[src/rtl/pcileech_tlps128_tx_arbiter.sv]
// ---------------------------------------------------------------------------
// pcileech_tlps128_tx_arbiter
//
// Packet-atomic arbiter sharing the 128-bit completion/TX TLP path toward the
// PCIe core between NUM_SRC sources (source 0 = config-space completions).
// One source owns the path for a whole TLP; selection is round-robin with an
// optional bounded strict priority for source 0. A watchdog releases a grant
// whose owner stops presenting data mid-packet.
//
// Ports:
//   clk_pcie, rst     clock, synchronous active-high reset
//   src_tdata         128-bit beat per source, source i at [128*i +: 128]
//   src_tkeepdw       4-bit DW-valid mask per source
//   src_tlast         last beat of TLP per source
//   src_has_data      beat valid / request per source
//   src_tready        beat accepted from source i
//   tx_tdata/tx_tkeepdw/tx_tlast/tx_has_data   muxed beat toward the core
//   tx_tready         core accepts beat
//   grant             one-hot current owner, 0 when idle
//   pkt_count         TLPs completed (wrapping)
//   err_stall         sticky: a grant was released by the stall watchdog
//   dbg_state         FSM state (0 = IDLE, 1 = XFER)
//
// Handshake: a beat moves from source g to the core on a cycle where
// tx_has_data (= src_has_data[g] in XFER) and tx_tready are both high;
// src_tready[g] mirrors tx_tready combinationally, so the source and the
// core see the same transfer in the same cycle.
// ---------------------------------------------------------------------------
module pcileech_tlps128_tx_arbiter #(
   parameter int NUM_SRC   = 3,
   parameter int PRIO0_EN  = 1,
   parameter int PRIO0_MAX = 4,
   parameter int STALL_MAX = 255
) (
   input  logic                     clk_pcie,
   input  logic                     rst,
   input  logic [128*NUM_SRC-1:0]   src_tdata,
   input  logic [4*NUM_SRC-1:0]     src_tkeepdw,
   input  logic [NUM_SRC-1:0]       src_tlast,
   input  logic [NUM_SRC-1:0]       src_has_data,
   output logic [NUM_SRC-1:0]       src_tready,
   output logic [127:0]             tx_tdata,
   output logic [3:0]               tx_tkeepdw,
   output logic                     tx_tlast,
   output logic                     tx_has_data,
   input  logic                     tx_tready,
   output logic [NUM_SRC-1:0]       grant,
   output logic [31:0]              pkt_count,
   output logic                     err_stall,
   output logic                     dbg_state
);

   localparam int IW = (NUM_SRC > 1) ? $clog2(NUM_SRC) : 1;

   typedef enum logic {S_IDLE = 1'b0, S_XFER = 1'b1} state_t;

   state_t          state;
   logic [IW-1:0]   gidx;
   logic [IW-1:0]   last_grant;
   logic [3:0]      prio_cnt;
   logic [15:0]     stall_cnt;

   logic            in_xfer;
   logic            cur_has;
   logic            beat;
   logic [16:0]     stall_nxt;

   logic [NUM_SRC-1:0] req_m;
   logic            others_req;
   logic            excl0;
   logic [IW-1:0]   win_idx;
   logic            win_found;
   int              idx;

   assign dbg_state = state;

   // ---------------- arbitration ----------------
   always_comb begin
      others_req = |src_has_data[NUM_SRC-1:1];
      // Source 0 has used up its priority budget while someone else waits.
      excl0      = (PRIO0_EN != 0) && others_req && (prio_cnt >= 4'(PRIO0_MAX));
      req_m      = src_has_data;
      if (excl0) req_m[0] = 1'b0;
      win_idx    = '0;
      win_found  = 1'b0;
      idx        = 0;
      if ((PRIO0_EN != 0) && req_m[0]) begin
         win_found = 1'b1;
      end else begin
         for (int k = 1; k <= NUM_SRC; k++) begin
            idx = (int'(last_grant) + k) % NUM_SRC;
            if (!win_found && req_m[idx]) begin
               win_idx   = IW'(idx);
               win_found = 1'b1;
            end
         end
      end
   end

   // ---------------- datapath ----------------
   assign in_xfer     = (state == S_XFER);
   assign cur_has     = src_has_data[gidx];
   assign tx_has_data = in_xfer & cur_has;
   assign beat        = tx_has_data & tx_tready;
   assign stall_nxt   = {1'b0, stall_cnt} + 17'd1;

   always_comb begin
      tx_tdata   = '0;
      tx_tkeepdw = '0;
      tx_tlast   = 1'b0;
      if (in_xfer) begin
         tx_tdata   = src_tdata[128*gidx +: 128];
         tx_tkeepdw = src_tkeepdw[4*gidx +: 4];
         tx_tlast   = src_tlast[gidx];
      end
   end

   // rst gates tready so a packet cut by reset never reports an acceptance.
   always_comb begin
      src_tready = '0;
      if (in_xfer && !rst) src_tready[gidx] = tx_tready;
   end

   // ---------------- FSM ----------------
   always_ff @(posedge clk_pcie) begin
      if (rst) begin
         state      <= S_IDLE;
         grant      <= '0;
         gidx       <= '0;
         last_grant <= IW'(NUM_SRC - 1);
         prio_cnt   <= '0;
         stall_cnt  <= '0;
         pkt_count  <= '0;
         err_stall  <= 1'b0;
      end else begin
         case (state)
            S_IDLE: begin
               if (win_found) begin
                  state     <= S_XFER;
                  grant     <= NUM_SRC'(1) << win_idx;
                  gidx      <= win_idx;
                  stall_cnt <= '0;
                  if (PRIO0_EN != 0) begin
                     if (win_idx == '0) begin
                        // Lone requester 0 is served without charging the budget.
                        if (others_req && prio_cnt != 4'hF) prio_cnt <= prio_cnt + 4'd1;
                     end else begin
                        prio_cnt <= '0;
                     end
                  end
               end
            end
            S_XFER: begin
               if (beat) begin
                  stall_cnt <= '0;
                  if (tx_tlast) begin
                     state      <= S_IDLE;
                     grant      <= '0;
                     last_grant <= gidx;
                     pkt_count  <= pkt_count + 32'd1;
                  end
               end else if (!cur_has) begin
                  // Only an absent owner counts; core back-pressure never does.
                  if (stall_nxt >= 17'(STALL_MAX)) begin
                     state      <= S_IDLE;
                     grant      <= '0;
                     last_grant <= gidx;
                     err_stall  <= 1'b1;
                     stall_cnt  <= '0;
                  end else begin
                     stall_cnt  <= stall_nxt[15:0];
                  end
               end
            end
            default: state <= S_IDLE;
         endcase
      end
   end

endmodule

[config.mk]
export PLATFORM = sky130hd
export DESIGN_NAME = pcileech_tlps128_tx_arbiter
export DESIGN_NICKNAME = d
export VERILOG_FILES = /design/src/rtl/pcileech_tlps128_tx_arbiter.sv
export SDC_FILE = /design/constraint.sdc
export NUM_CORES = 1
export LEC_CHECK = 0
export BUFFER_PORTS_ARGS = -buffer_cell sky130_fd_sc_hd__buf_4
export CORE_AREA = 10 10 216 218
export CTS_BUF_LIST = sky130_fd_sc_hd__clkbuf_8
export DETAILED_ROUTE_END_ITERATION = 7
export DIE_AREA = 0 0 226 228
export HOLD_SLACK_MARGIN = 0.05
export SYNTH_ARGS = -nofsm -noshare
export SYNTH_HDL_FRONTEND = slang
export SYNTH_SLANG_ARGS = --single-unit
[constraint.sdc]
create_clock -name clk_pcie -period 5.95 [get_ports clk_pcie]
set_input_delay 1.785 -clock clk_pcie [delete_from_list [all_inputs] [get_ports clk_pcie]]
set_output_delay 1.785 -clock clk_pcie [all_outputs]
set_load 0.1 [all_outputs]
# Word level (Yosys, flattened, before mapping)
# Cells that the tools add are included.
[totals]
regBits = 61
in_bits = 405
out_inout_bits = 174
wordCells = 113
[op_classes]
add_sub_neg = 6
div_mod_pow = 3
order_cmp = 7
eq_ne = 8
shift = 3
muxes = 53
bitwise_logic = 6
n_reduce_logical = 19
[ops]
columns = ["cell", "count"]
rows = [
  ["indexed part select 384 x 10 -> 128 bit", 1],
  ["two-way mux 128 bit", 1],
  ["< comparator 32 x 4 -> 1 bit, second input constant", 3],
  ["modulo 32 x 3 -> 32 bit, second input constant", 3],
  ["two-way mux 16 bit", 4],
  ["adder 32 x 1 -> 32 bit, second input constant", 1],
  ["case mux 16 bit (2 select lines)", 1],
  ["two-way mux 1 bit", 22],
  ["two-way mux 3 bit", 6],
  ["adder 16 x 1 -> 17 bit, second input constant", 1],
  ["greater-or-equal comparator 17 x 8 -> 1 bit, second input constant", 1],
  ["two-way mux 2 bit", 8],
  ["two-way mux 4 bit", 3],
  ["AND reduction 4 bit", 3],
  ["indexed part select 12 x 5 -> 4 bit", 1],
  ["binary-select mux 1 bit (select 2 bit)", 5],
  ["adder 2 x 2 -> 3 bit, second input constant", 2],
  ["logical AND 1 bit", 6],
  ["case mux 3 bit (2 select lines)", 1],
  ["AND reduction 3 bit", 2],
  ["adder 4 x 1 -> 4 bit, second input constant", 1],
  ["greater-or-equal comparator 4 x 3 -> 1 bit, second input constant", 1],
  ["inequality test 2 x 1 -> 1 bit, second input constant", 2],
  ["inequality test 2 bit, second input constant", 2],
  ["other kinds (18)", 24],
]

# Longest topological paths before layout
# Gate-level depths: netlist of run 1.
[logic_depth]
ltp_word = 19
mapped_depth = 11
ltp_nobuf = 9

# Worst setup path after synthesis of run 1
# Ideal clock, no wire load.
[synth_path]
kind = "input to output"
from = "input rst"
to = "output src_tready[2]"
t_arrival_ps = 4309
t_required_ps = 4165
setup_slack_ps = -144
stages = 3
n_path_buf = 0
path_cell_list = "inv_1 > nand3_1 > nor3b_1"
[synth_between]
elab_chain_cells = 3
[synth_rtl]
columns = ["item", "line", "source"]
rows = [
  ["start, declared", "36", "input logic rst,"],
  ["zero test 1 bit", "121", "if (in_xfer && !rst) src_tready[gidx] = tx_tready;"],
  ["logical AND 1 bit", "121", ""],
  ["two-way mux 3 bit", "121", ""],
  ["end, declared", "41", "output logic [NUM_SRC-1:0] src_tready,"],
]
# Every way passes these cells.

# Final worst setup path of run 1
[layout_path]
from = "input rst"
to = "output src_tready[1]"
# Same word-level chain as after synthesis.

==> results of run 1 <==
-- registers in the layout, summed over array words and instances, names as in the netlist --
signal / count
prio_cnt: 4
last_grant: 2
dbg_state: 1
err_stall: 1
pkt_count: 32
grant: 3
stall_cnt: 16
gidx: 2
-- logic make-up (layout without fill, tap and decap cells) --
logic type | Yosys count | in the layout | synth area share
AO/OA/AOI/OAI | 214 | 214 | 0.182
XOR/XNOR | 18 | 18 | 0.0246
adder cells (fa/ha/maj) | 7 | 7 | 0.0137
buffers and inverters | 97 | 622 | 0.0602
flip-flops | 61 | 61 | 0.191
multiplexers | 137 | 137 | 0.214
AND/OR/NAND/NOR | 452 | 452 | 0.314
-- per-stage QoR --
stage / std cells / utilization / area, sq um
final: 2057 / 0.269 / 11400
after global routing: 2057 / 0.269 / 11400
after CTS: 2057 / 0.269 / 11400
after detailed placement: 2041 / 0.265 / 11200
after global placement: 2041 / 0.265 / 11200
after floorplan: 986 / - / 6400
-- synth_stat cells (2+ instances only) --
library cell  count  area [sq um]
and2_1           10          62.6
o311a_1           2          20.0
a21oi_1         164           821
nor2_1          300          1130
buf_1            15          56.3
a221oi_1          2          17.5
nor4_2            2          25.0
a31oi_1           2          12.5
dfxtp_1          61          1220
and4_1            4          35.0
buf_2            14          70.1
nand3_1          20           100
xor2_1            6          52.6
o21ai_1           6          30.0
o21ai_0          19          95.1
inv_1            15          56.3
or2_2             2          12.5
clkbuf_1         52           195
nand4_1          10          62.6
nand3b_1          3          22.5
or3_1            17           106
and3_1           14          87.6
nand4_2           2          25.0
nor2b_1           2          12.5
mux2i_1         136          1360
nor3b_1           3          22.5
xnor2_1          12           105
nor4_1            3          18.8
nand2b_1          7          43.8
o22ai_1           3          18.8
o211ai_1          2          15.0
o2bb2ai_1         2          17.5
ha_1              7          87.6
nor3_1           14          70.1
nand2_1          35           131
-- cells in the final DEF, fill, tap and decap left out, types with 14 or more instances in the layout --
master and count:
a21oi_1 164, nand3_1 20, inv_1 16, or3_1 17, nor3_1 14, nor2_1 300
o21ai_0 19, buf_4 588, dfxtp_1 59, and3_1 14, mux2i_1 136, nand2_1 35
-- path summary, 6_finish.rpt --
check	endpoint	slack [ps]
max	src_tready[1]	1170
max reg2reg	pkt_count[15]	2450
min	grant[2]	480
min reg2reg	grant[2]	480
-- area by class of cell --
| cell class | instances | area [sq um] |
|---|---|---|
| fill | 4653 | 31100 |
| multi-input combinational | 828 | 4800 |
| timing repair buffer | 591 | 4470 |
| sequential | 61 | 1230 |
| tap | 546 | 683 |
| clock buffer | 10 | 138 |
| inverter | 15 | 58.8 |
| clock inverter | 6 | 55.1 |
-- layer usage --
metal / up-vias / global-route usage
met5: - / 0
met4: 0 / 0.0224
met3: 21 / 0.0686
met2: 425 / 0.253
met1: 4319 / 0.161
li1: 4431 / -
-- critical path, stage by stage --
cell	delay, ps
buf_4	280
inv_1	160
nand3_1	150
nor3b_1	270
buf_4	340
-- power breakdown --
group / internal, W / switching, W
clock network: 0.000200 / 0.000158
logic: 0.000374 / 0.000911
registers: 0.000413 / 0.0000100
==> impl_results.md, run 1 <==
- Total grt overflow: 0
- Maximum VDD drop: 0.000102 V
- Number of flops mapped to enable cells by yosys: 0
- CTS tree: built
- RSZ-0062 raised after global routing: no
- Max-cap violations: 0
- Mean Syn Cell Area: 6.49 sq um
- Vias: 9,196
- IO Pins: 579
- Mapped Area: 0.00640 sq mm
- Top layer reached by signal wires: met4
- Net Count, Synth: 1,398
- Synthesis-stage register bit count: 61
- WL met1: 15.6 mm
- Cell depth of the worst min-delay path: 2
- Postcts setup bufs: 0
- Synth cell types: 53
- PwrDens: 181 mW/mm^2
- Slew Limit Fails: 0
- Post-DRT Antenna Nets: 0
- Hold WC Path Type: flop to flop
- CP Launch Type: input port
- Chip Height: 228 um
- DRC violations left: 0
- Crit-path max FO: 50
- Hold path startpoint: grant[2]
- Core Box Area: 0.0425 sq mm
- First-pass GRT wire length: 58.7 mm
- Initial DRC Count: 510
- Clk pin slew, worst setup/hold paths: 70 ps
- Vias per std cell: 4.47
- CP Capture Type: primary output
- Clock buffer count from CTS: 9
- Pleak: 5.16 nW
- Net count, final: 1,918
- R2R cell count: 7
- Final hold violations: 0
- Area delta synth->final: 78.7%
- Chip width: 226 um
- Hold Buf Count CTS: 0
- Synth Flop Type: dfxtp_1
- # diodes: 0
- Count of final setup violators: 0
- WHS: 475 ps
- Die area: 0.0515 sq mm
- Slew HR: 0.428
- Seq/Total Area, Yosys: 0.191
- Total GRT Usage: 0.146
- Row count: 76
- Clock Tree Root: clkbuf_8
- Final WS setup: 1170 ps
- Post-Place Setup Slack: 1170 ps
- Largest net degree at the start of global routing: 76
- Worst Path Required: 4160 ps
- Syn Inst Count: 986
- FMAX: 209 MHz
- Pre-antenna DRT Iters: 4
- Status: finished clean
- Clock buffer depth: 2
- Tightest Pin Transition: 857 ps
- H-tree depth: 3
- WL/cell: 19.5 um
- Ys Warns: 0
- Critical path class: input port to primary output
- CP startpoint: rst
- I/O Buffers: 578
- Crit path DAT: 2990 ps
- Total Power: 0.00207 W
- Share of layout cells above drive strength 1: 0.411
- Vias in the first global route: 9,363
- Fin crit share: 0.803
- Clk sinks: 61
- Initial core utilization: 0.151
- Final TNS setup: 0 ps
- Fraction of registers with async set/reset: 0
- Clock Latency Late Sink: 340 ps
- Post-cts resize count: 0
- Routed wl met2: 19.3 mm
- DRT Wirelength: 40.2 mm
- Placer congestion estimate: 0.928
- Initial antenna violation count: 0
- Reg-to-Reg Start: gidx[1]
- Worst Skew: 9.48 ps
- Hpwl dp: 34.3 mm
- Met3 wire len: 4.82 mm
- Crit path time final: 4780 ps
No activity file was read; power rests on OpenSTA's default activity.
==> run 2, diff against run 1 <==
Clock period 5.95 ns to 4.2 ns, I/O delays scaled along.
==> impl_results.md, run 2 (synthesis gave the netlist of run 1 again) <==
- Status: finished clean
- Final TNS setup: 0 ps
- Initial DRC Count: 584
- CTS tree: built
- Post-cts resize count: 0
- Net count, final: 1,923
- Largest register FFs: 32
- Largest net degree at the start of global routing: 140
- Clk sinks: 61
- Slew HR: 0.462
- First-pass GRT wire length: 65.3 mm
- Vias per std cell: 4.46
- Clock Tree Root: clkbuf_8
- Hold WC Path Type: flop to flop
- Worst Path Required: 2940 ps
- Slew Limit Fails: 0
- Vias: 9,193
- Slowest cell on the critical path: mux2i_1
- Clock buffer depth: 2
- Core Box Area: 0.0425 sq mm
- Clock buffer count from CTS: 9
- Total GRT Usage: 0.171
- Chip width: 226 um
- Most frequent cells in the layout: buf_4, nor2_1, a21oi_1
- Clock Latency Late Sink: 340 ps
- Top Registers: pkt_count x32, stall_cnt x16, prio_cnt x4
- Area delta synth->final: 83.0%
- PwrDens: 252 mW/mm^2
- Row count: 76
- Max-cap violations: 0
- Pre-antenna DRT Iters: 5
- Most common cell after layout, fill and taps aside: buf_4
- Hpwl dp: 40.2 mm
- IO Pins: 579
- Worst path cell trace: buf_4 -> mux2i_1 -> nor2_1 -> a21oi_1 -> nor2_1 -> buf_4
- Count of final setup violators: 0
- Largest Register: pkt_count
- Tightest Pin Transition: 806 ps
- Multi-input logic area: 0.00498 sq mm
- Initial antenna violation count: 6
- FMAX: 270 MHz
- Crit-path max FO: 1
- Clk pin slew, worst setup/hold paths: 70 ps
- Die area: 0.0515 sq mm
- Hold Buf Count CTS: 0
- DRC violations left: 0
- Initial core utilization: 0.151
- Worst Skew: 7.96 ps
- Filler cells: 4,690
- Crit-path max cell delay: 360 ps
- CP Capture Type: primary output
- I/O Buffers: 578
- Crit path time final: 3700 ps
- Crit path DAT: 2440 ps
- Share of layout cells above drive strength 1: 0.458
- Final hold violations: 0
- Placer congestion estimate: 0.990
- Vias in the first global route: 9,188
- Post-route cell area: 0.0117 sq mm
- WL/cell: 23.0 um
- Post-DP Area: 0.0116 sq mm
- H-tree depth: 3
- Fin crit share: 0.881
- Total grt overflow: 0
- Maximum VDD drop: 0.000148 V
- DRT Wirelength: 47.4 mm
- Post-DRT Antenna Nets: 0
- RSZ-0062 raised after global routing: no
- Chip Height: 228 um
- Pleak: 5.20 nW
- CP Launch Type: input port
- Seq. cell area: 0.00123 sq mm
- R2R Setup Slk: 1370 ps
- Postcts setup bufs: 0
- Critical path class: input port to primary output
## run 2: where the power goes
part           total (W)  leakage, nW  internal, W  switching [W]
clock network   0.000431       0.0957     0.000218       0.000213
registers       0.000594        0.494     0.000585     0.00000934
logic            0.00193         4.61     0.000558        0.00137
total            0.00296         5.20      0.00136        0.00160
## run 2: metrics by stage
stage / instances / hold slack [ps] / worst slack (ps) / utilization / total power (W)
after floorplan: 986 / 457 / -844 / - / 0.00183
after global placement: 2046 / 462 / 466 / 0.272 / 0.00254
after detailed placement: 2046 / 474 / 474 / 0.272 / 0.00254
after CTS: 2061 / 488 / 469 / 0.275 / 0.00299
after global routing: 2062 / 521 / 381 / 0.276 / 0.00310
final: 2063 / 482 / 501 / 0.276 / 0.00296
## run 2: per-layer routing
layer | share of wire | up-vias | global-route usage
met3 | 0.12 | 37 | 0.0861
met2 | 0.47 | 420 | 0.285
li1 | - | 4449 | -
met4 | 0.011 | 10 | 0.0247
met1 | 0.40 | 4277 | 0.194
met5 | 0.0013 | - | 0
## run 2: layout make-up
class | count | share of cell area
Tap cell | 546 | 0.0583
Inverter | 15 | 0.00523
Antenna cell | 2 | 0.000427
Clock buffer | 10 | 0.0117
Multi-Input combinational cell | 828 | 0.425
Sequential cell | 61 | 0.105
Timing Repair Buffer | 596 | 0.393
Clock inverter | 5 | 0.00182
## run 2: final timing paths
| check | startpoint | to | depth (start not counted) |
|---|---|---|---|
| worst max-delay path | src_tdata[265] | tx_tdata[9] | 6 |
| worst min-delay path | grant[0] | grant[0] | 2 |
| worst max register to register | gidx[1] | pkt_count[17] | 7 |
| worst min register to register | grant[0] | grant[0] | 2 |
## run 2: worst max-delay path: cells and delay by family
kind | cells | cell delay (ps)
AOI/OAI and AO/OA | 1 | 310
buffers and inverters | 2 | 350
muxes | 1 | 360
and+or+nand+nor | 2 | 150
